File: src/rtl/keypad_scan_enc.sv
// keypad_scan_enc: 4x4 active-low matrix keypad scanner with debounced key
// encoding. One column strobe is driven low at a time. The row lines are
// synchronized and sampled once per column dwell. Presses and releases are
// debounced over DEBOUNCE_SCANS consecutive dwell-end samples.
// Optional feature: define KEYPAD_REPEAT_EN to get an auto-repeat key_valid
// pulse every REPEAT_SCANS dwell ends while a key is held.
module keypad_scan_enc #(
  parameter int SCAN_DIV       = 1000,
  parameter int DEBOUNCE_SCANS = 4,
  parameter int REPEAT_SCANS   = 50
) (
  input  logic       clk,
  input  logic       rst_n,
  input  logic [3:0] row_n,
  output logic [3:0] col_n,
  output logic [3:0] key_code,
  output logic       key_valid,
  output logic       key_held
);

  localparam int DIV_W = (SCAN_DIV > 1) ? $clog2(SCAN_DIV) : 1;
  localparam int CNT_W = $clog2(DEBOUNCE_SCANS + 1);
  localparam bit ONE_SCAN = (DEBOUNCE_SCANS == 1);

  typedef enum logic [1:0] {
    SCAN     = 2'd0,
    DEBOUNCE = 2'd1,
    HOLD     = 2'd2,
    RELEASE  = 2'd3
  } state_t;

  state_t           state_q, state_d;
  logic [3:0]       sync1_q, rs_q;
  logic [DIV_W-1:0] div_q;
  logic [1:0]       col_q, col_d;
  logic [CNT_W-1:0] cnt_q, cnt_d, cnt_inc;
  logic [3:0]       cand_q, cand_d;
  logic [3:0]       code_q, code_d;
  logic             valid_q, valid_d;
  logic             held_q, held_d;
  logic             dwell_end;
  logic             row_single;
  logic             rs_idle;
  logic [1:0]       row_idx;

`ifdef KEYPAD_REPEAT_EN
  localparam int REP_W = $clog2(REPEAT_SCANS + 1);
  logic [REP_W-1:0] rep_q, rep_d, rep_inc;
  assign rep_inc = rep_q + REP_W'(1);
`endif

  assign dwell_end = (div_q == DIV_W'(SCAN_DIV - 1));
  assign rs_idle   = (rs_q == 4'b1111);
  assign cnt_inc   = cnt_q + CNT_W'(1);

  // Two-flop synchronizer for the asynchronous row inputs.
  always_ff @(posedge clk or negedge rst_n) begin
    if (!rst_n) begin
      sync1_q <= '1;
      rs_q    <= '1;
    end else begin
      sync1_q <= row_n;
      rs_q    <= sync1_q;
    end
  end

  // Free-running dwell counter, 0..SCAN_DIV-1 in every state.
  always_ff @(posedge clk or negedge rst_n) begin
    if (!rst_n) begin
      div_q <= '0;
    end else if (dwell_end) begin
      div_q <= '0;
    end else begin
      div_q <= div_q + DIV_W'(1);
    end
  end

  // Encode a single low row to its index; anything else is not a single key.
  always_comb begin
    row_single = 1'b0;
    row_idx    = 2'd0;
    unique case (rs_q)
      4'b1110: begin row_single = 1'b1; row_idx = 2'd0; end
      4'b1101: begin row_single = 1'b1; row_idx = 2'd1; end
      4'b1011: begin row_single = 1'b1; row_idx = 2'd2; end
      4'b0111: begin row_single = 1'b1; row_idx = 2'd3; end
      default: begin row_single = 1'b0; row_idx = 2'd0; end
    endcase
  end

  // Active-low 2-to-4 column strobe decode.
  always_comb begin
    col_n = 4'b1111;
    unique case (col_q)
      2'd0:    col_n = 4'b1110;
      2'd1:    col_n = 4'b1101;
      2'd2:    col_n = 4'b1011;
      default: col_n = 4'b0111;
    endcase
  end

  // Scan/debounce FSM: next state, counters and output registers.
  // With DEBOUNCE_SCANS == 1 the first match accepts directly, so SCAN jumps
  // to HOLD and HOLD jumps to SCAN without visiting DEBOUNCE/RELEASE.
  always_comb begin
    state_d = state_q;
    col_d   = col_q;
    cnt_d   = cnt_q;
    cand_d  = cand_q;
    code_d  = code_q;
    valid_d = 1'b0;
    held_d  = held_q;
`ifdef KEYPAD_REPEAT_EN
    rep_d   = '0;
`endif
    unique case (state_q)
      SCAN: begin
        if (dwell_end) begin
          if (row_single) begin
            cand_d = {col_q, row_idx};
            if (ONE_SCAN) begin
              state_d = HOLD;
              code_d  = {col_q, row_idx};
              valid_d = 1'b1;
              held_d  = 1'b1;
              cnt_d   = '0;
            end else begin
              state_d = DEBOUNCE;
              cnt_d   = CNT_W'(1);
            end
          end else begin
            col_d = col_q + 2'd1;
          end
        end
      end
      DEBOUNCE: begin
        if (dwell_end) begin
          if (row_single && (row_idx == cand_q[1:0])) begin
            if (cnt_inc == CNT_W'(DEBOUNCE_SCANS)) begin
              state_d = HOLD;
              code_d  = cand_q;
              valid_d = 1'b1;
              held_d  = 1'b1;
              cnt_d   = '0;
            end else begin
              cnt_d = cnt_inc;
            end
          end else begin
            state_d = SCAN;
            cnt_d   = '0;
            col_d   = col_q + 2'd1;
          end
        end
      end
      HOLD: begin
`ifdef KEYPAD_REPEAT_EN
        rep_d = rep_q;
`endif
        if (dwell_end) begin
          if (rs_idle) begin
`ifdef KEYPAD_REPEAT_EN
            rep_d = '0;
`endif
            if (ONE_SCAN) begin
              state_d = SCAN;
              held_d  = 1'b0;
              col_d   = col_q + 2'd1;
              cnt_d   = '0;
            end else begin
              state_d = RELEASE;
              cnt_d   = CNT_W'(1);
            end
          end else begin
`ifdef KEYPAD_REPEAT_EN
            if (rep_inc == REP_W'(REPEAT_SCANS)) begin
              rep_d   = '0;
              valid_d = 1'b1;
            end else begin
              rep_d = rep_inc;
            end
`endif
          end
        end
      end
      RELEASE: begin
        if (dwell_end) begin
          if (rs_idle) begin
            if (cnt_inc == CNT_W'(DEBOUNCE_SCANS)) begin
              state_d = SCAN;
              held_d  = 1'b0;
              col_d   = col_q + 2'd1;
              cnt_d   = '0;
            end else begin
              cnt_d = cnt_inc;
            end
          end else begin
            state_d = HOLD;
            cnt_d   = '0;
          end
        end
      end
      default: begin
        state_d = SCAN;
        cnt_d   = '0;
      end
    endcase
  end

  // FSM and datapath registers.
  always_ff @(posedge clk or negedge rst_n) begin
    if (!rst_n) begin
      state_q <= SCAN;
      col_q   <= '0;
      cnt_q   <= '0;
      cand_q  <= '0;
      code_q  <= '0;
      valid_q <= 1'b0;
      held_q  <= 1'b0;
    end else begin
      state_q <= state_d;
      col_q   <= col_d;
      cnt_q   <= cnt_d;
      cand_q  <= cand_d;
      code_q  <= code_d;
      valid_q <= valid_d;
      held_q  <= held_d;
    end
  end

`ifdef KEYPAD_REPEAT_EN
  // Auto-repeat dwell counter, live only while in HOLD.
  always_ff @(posedge clk or negedge rst_n) begin
    if (!rst_n) begin
      rep_q <= '0;
    end else begin
      rep_q <= rep_d;
    end
  end
`endif

  assign key_code  = code_q;
  assign key_valid = valid_q;
  assign key_held  = held_q;

endmodule

File: config.mk
export PLATFORM = sky130hd
export DESIGN_NAME = keypad_scan_enc
export DESIGN_NICKNAME = d
export VERILOG_FILES = /design/src/rtl/keypad_scan_enc.sv
export SDC_FILE = /design/constraint.sdc
export NUM_CORES = 1
export LEC_CHECK = 0
export CAP_MARGIN = 20
export CORE_MARGIN = 3
export CORE_UTILIZATION = 56
export DETAILED_ROUTE_END_ITERATION = 10
export GPL_TIMING_DRIVEN = 1
export PLACE_DENSITY = 0.83
export SETUP_SLACK_MARGIN = 0.02
export SLEW_MARGIN = 0
export SYNTH_ARGS = -nofsm -noshare
export SYNTH_HDL_FRONTEND = slang
export SYNTH_SLANG_ARGS = --single-unit
File: constraint.sdc
create_clock -name clk -period 2.7 [get_ports clk]
set_clock_uncertainty 0.05 [all_clocks]
set_input_delay 0.405 -clock clk [delete_from_list [all_inputs] [get_ports clk]]
set_output_delay 0.405 -clock clk [all_outputs]
set_load 0.02 [all_outputs]
==> key figures <==
Status
  – Status: finished clean

STA
  – RSZ-0062 raised after global routing: false
  – Final worst path period share: 79.3%
  – Final worst slack: 0.560 ns
  – Setup TNS: 0 ns
  – Hold WS: 0.311 ns
  – Post-layout minimum cycle time: ~2.1 ns
  – Max frequency: 467 MHz
  – Final Hold Viols: 0
  – Slew HR: 68.9%
  – Max Slew Vio Count: 0
  – Worst slew pin tran: 0.462 ns
  – Final setup fails: 0

Setup path
  – FF-to-FF path depth: 6
  – Required @ worst endpoint: between 2 and 2.5 ns
  – Startpoint types: flop
  – Worst EP arrival: 1.69 ns
  – WS Path Type: reg -> out
  – FF-to-FF End: col_q[1]
  – CP max FO: 5
  – Reg2Reg Setup Slack: 0.61 ns
  – R2r startpoint: rs_q[0]
  – Crit end category: output port

Synth
  – Synthesis Warnings: 0
  – Most common cell in the netlist: dfrtp_1
  – Main combinational cell family by area after synthesis: simple AND/OR/NAND/NOR gates
  – Yosys reg bits: 35
  – Largest cells by area after synthesis: dfrtp_1, dfstp_2, ha_1
  – Post-synthesis simple-gate area fraction: a little under a quarter
  – Post-synth top cells: dfrtp_1, nand2_1, inv_1
  – Primary FF master, synth: dfrtp_1
  – Post-synth EDFFs: 0
  – Syn_area_per_cell: 10.5 sq um
  – Asr flop ratio synth: 100%
  – Mux share of post-synthesis cell area: approximately 3.3%
  – Area leader, netlist: dfrtp_1
  – Cell Area, Synth: 1750 sq um
  – Register area share after synthesis: 50.6%
  – Synthesized instance count: 167
  – Yosys cell types: 45
  – Synth top area share: 38.6%
  – Xor-xnor portion of the synthesized cell area: 4.51%
  – Post-synthesis adder-cell area fraction: between 5 and 6%
  – Compound-cell area share of the yosys netlist: around 8.8%
  – Syn nets: 180

CTS
  – CTS buffer count: 5
  – Post-CTS Setup Bufs: 0
  – Clock Path Buffers: 2
  – Worst-skew pair later-pin latency: 0.34 ns
  – Post-CTS Hold Buffers: 0
  – Cts repair resizes: 0
  – CTS sink cnt: 35
  – CTS H-tree lvls: 2
  – CTS tree: built
  – Clk slew on worst S/H paths: 0.10 ns
  – Root Driver: clkbuf_4

Finish
  – Cell area after layout: 2020 sq um
  – Post-Layout Cell Count: about 230
  – Utilization after layout: 70.1%
  – Diode count: 0
  – Fillers: around 220
  – Area Growth Syn to Fin: 15.2%
  – Layout cell share with drive strength beyond 1: 19.5%
  – Nets: 197

Detailed routing
  – Wire per inst: 13.5 um
  – Via count: around 1,200
  – DRT iter0 DRCs: 43
  – DRC: 0
  – Final WL: 3050 um
  – DR pass1 iterations: 4
  – Final ANT Viol Nets: 0
  – Drt via density: 5.44

Power
  – Net Switching: 196 uW
  – Power, Total: 966 uW
  – Reg power frac: about 56%
  – Leak pwr: 0.888 nW
  – Worst vdd ir: approximately 0.43 mV
  – Power Density: 479 nW/um^2
  – Internal power: 769 uW
  – Combinational share of power: between 3 and 4%
  – Clk pwr share: approximately two fifths
  – Switch share: between 20% and 30%

Placement
  – Post-place setup slack: 0.632 ns
  – # port buffers: 15
  – GPL Wtd Cong: 0.816
  – Cell total after placement: about 220
  – HPWL Detailed: approximately 2200 um
  – DP Area: slightly below 2000 sq um

Global route
  – Largest net degree at the start of global routing: 36
  – GRT overflow: 0
  – Vias in the first global route: 1,184
  – Tot GR Track Use: between 10% and 20%
  – Initial antenna violation count: 0
  – First-pass GRT wire length: 5200 um

Hold path
  – WHS Endpoint: rs_q[1]
  – Cells on Worst Hold Path: 0
  – Hold Startpoint: sync1_q[1]
  – Min-Delay Path Class: reg -> reg

Floorplan
  – Std-Cell Core Area: 2880 sq um
  – Die Ht: 61.9 um
  – # IOs: 16
  – Die span in x: 61.9 um
  – Die area: between 3000 and 4000 sq um
  – Initial Utilization: 60.8%
  – # rows: 19

Run
  – Max cap viols: 0
[power groups by stage]
stage	logic, mW	clock network (mW)	registers (mW)
global route	0.0367	0.422	0.544
detailed placement	0.0338	0	0.552
floorplan	0.0200	0	0.547
CTS	0.0339	0.398	0.543
global placement	0.0329	0	0.552
finish	0.0329	0.390	0.543
[sequential cells by signal, summed over array words and instances (netlist names)]
| signal | count |
|---|---|
| div_q | 10 |
| cand_q | 4 |
| key_code | 4 |
| rs_q | 4 |
| sync1_q | 4 |
| cnt_q | 3 |
| col_q | 2 |
| state_q | 2 |
| key_held | 1 |
| key_valid | 1 |
[cells in the final DEF, fill, tap and decap left out, drive strengths merged, types with 4 or more instances in the layout]
| master | instances |
|---|---|
| a21oi | 6 |
| and3 | 4 |
| clkbuf | 6 |
| clkdlybuf4s50 | 15 |
| dfrtp | 27 |
| dfstp | 8 |
| ha | 7 |
| inv | 11 |
| nand2 | 21 |
| nand3 | 9 |
| nand4 | 7 |
| nor2 | 11 |
| o21ai | 8 |
| xnor2 | 4 |
| xor2 | 5 |
[area by class of cell]
| class | instances | area [sq um] | area share, % |
|---|---|---|---|
| flip-flops and latches | 35 | 886 | 43.9 |
| clock buffers | 6 | 51.3 | 2.55 |
| clock inverters | 2 | 35.0 | 1.74 |
| repair buffers | 18 | 173 | 8.57 |
| well taps | 42 | 52.6 | 2.61 |
| inverters | 11 | 41.3 | 2.05 |
| multi-input cells | 113 | 777 | 38.5 |
[worst max-delay path, cell delays in order, from the launching register on]
cell             delay, ns
dfrtp_1               0.44
inv_1                 0.09
ha_1                  0.20
inv_1                 0.05
clkdlybuf4s50_1       0.59
[layer usage]
| metal | part of all wire, % | track usage [%] | vias up |
|---|---|---|---|
| met1 | 45 | 23.5 | 596 |
| met2 | 49 | 30.8 | 23 |
| met4 | 1.7 | 5.45 | 0 |
| met3 | 3.9 | 6.61 | 6 |
| li1 | - | - | 611 |
| met5 | 0 | 0 | - |
[cell families after synthesis]
group,Yosys count
DFF,35
AOI/OAI and AO/OA,23
buffers and inverters,19
muxes,5
xor gates and xnor gates,9
and+or+nand+nor,69
adders and majority gates,7
[worst max-delay path by stage]
stage / slack [ns] / end / startpoint
after floorplan: 0.68 / key_code[0] / rs_q[3]
after global placement: 0.67 / col_q[1] / rs_q[0]
after detailed placement: 0.63 / col_q[1] / rs_q[0]
after CTS: 0.53 / col_n[2] / col_q[0]
after global routing: 0.45 / col_n[0] / col_q[0]
final: 0.56 / col_n[2] / col_q[0]
(Power assumes the default switching activity.)
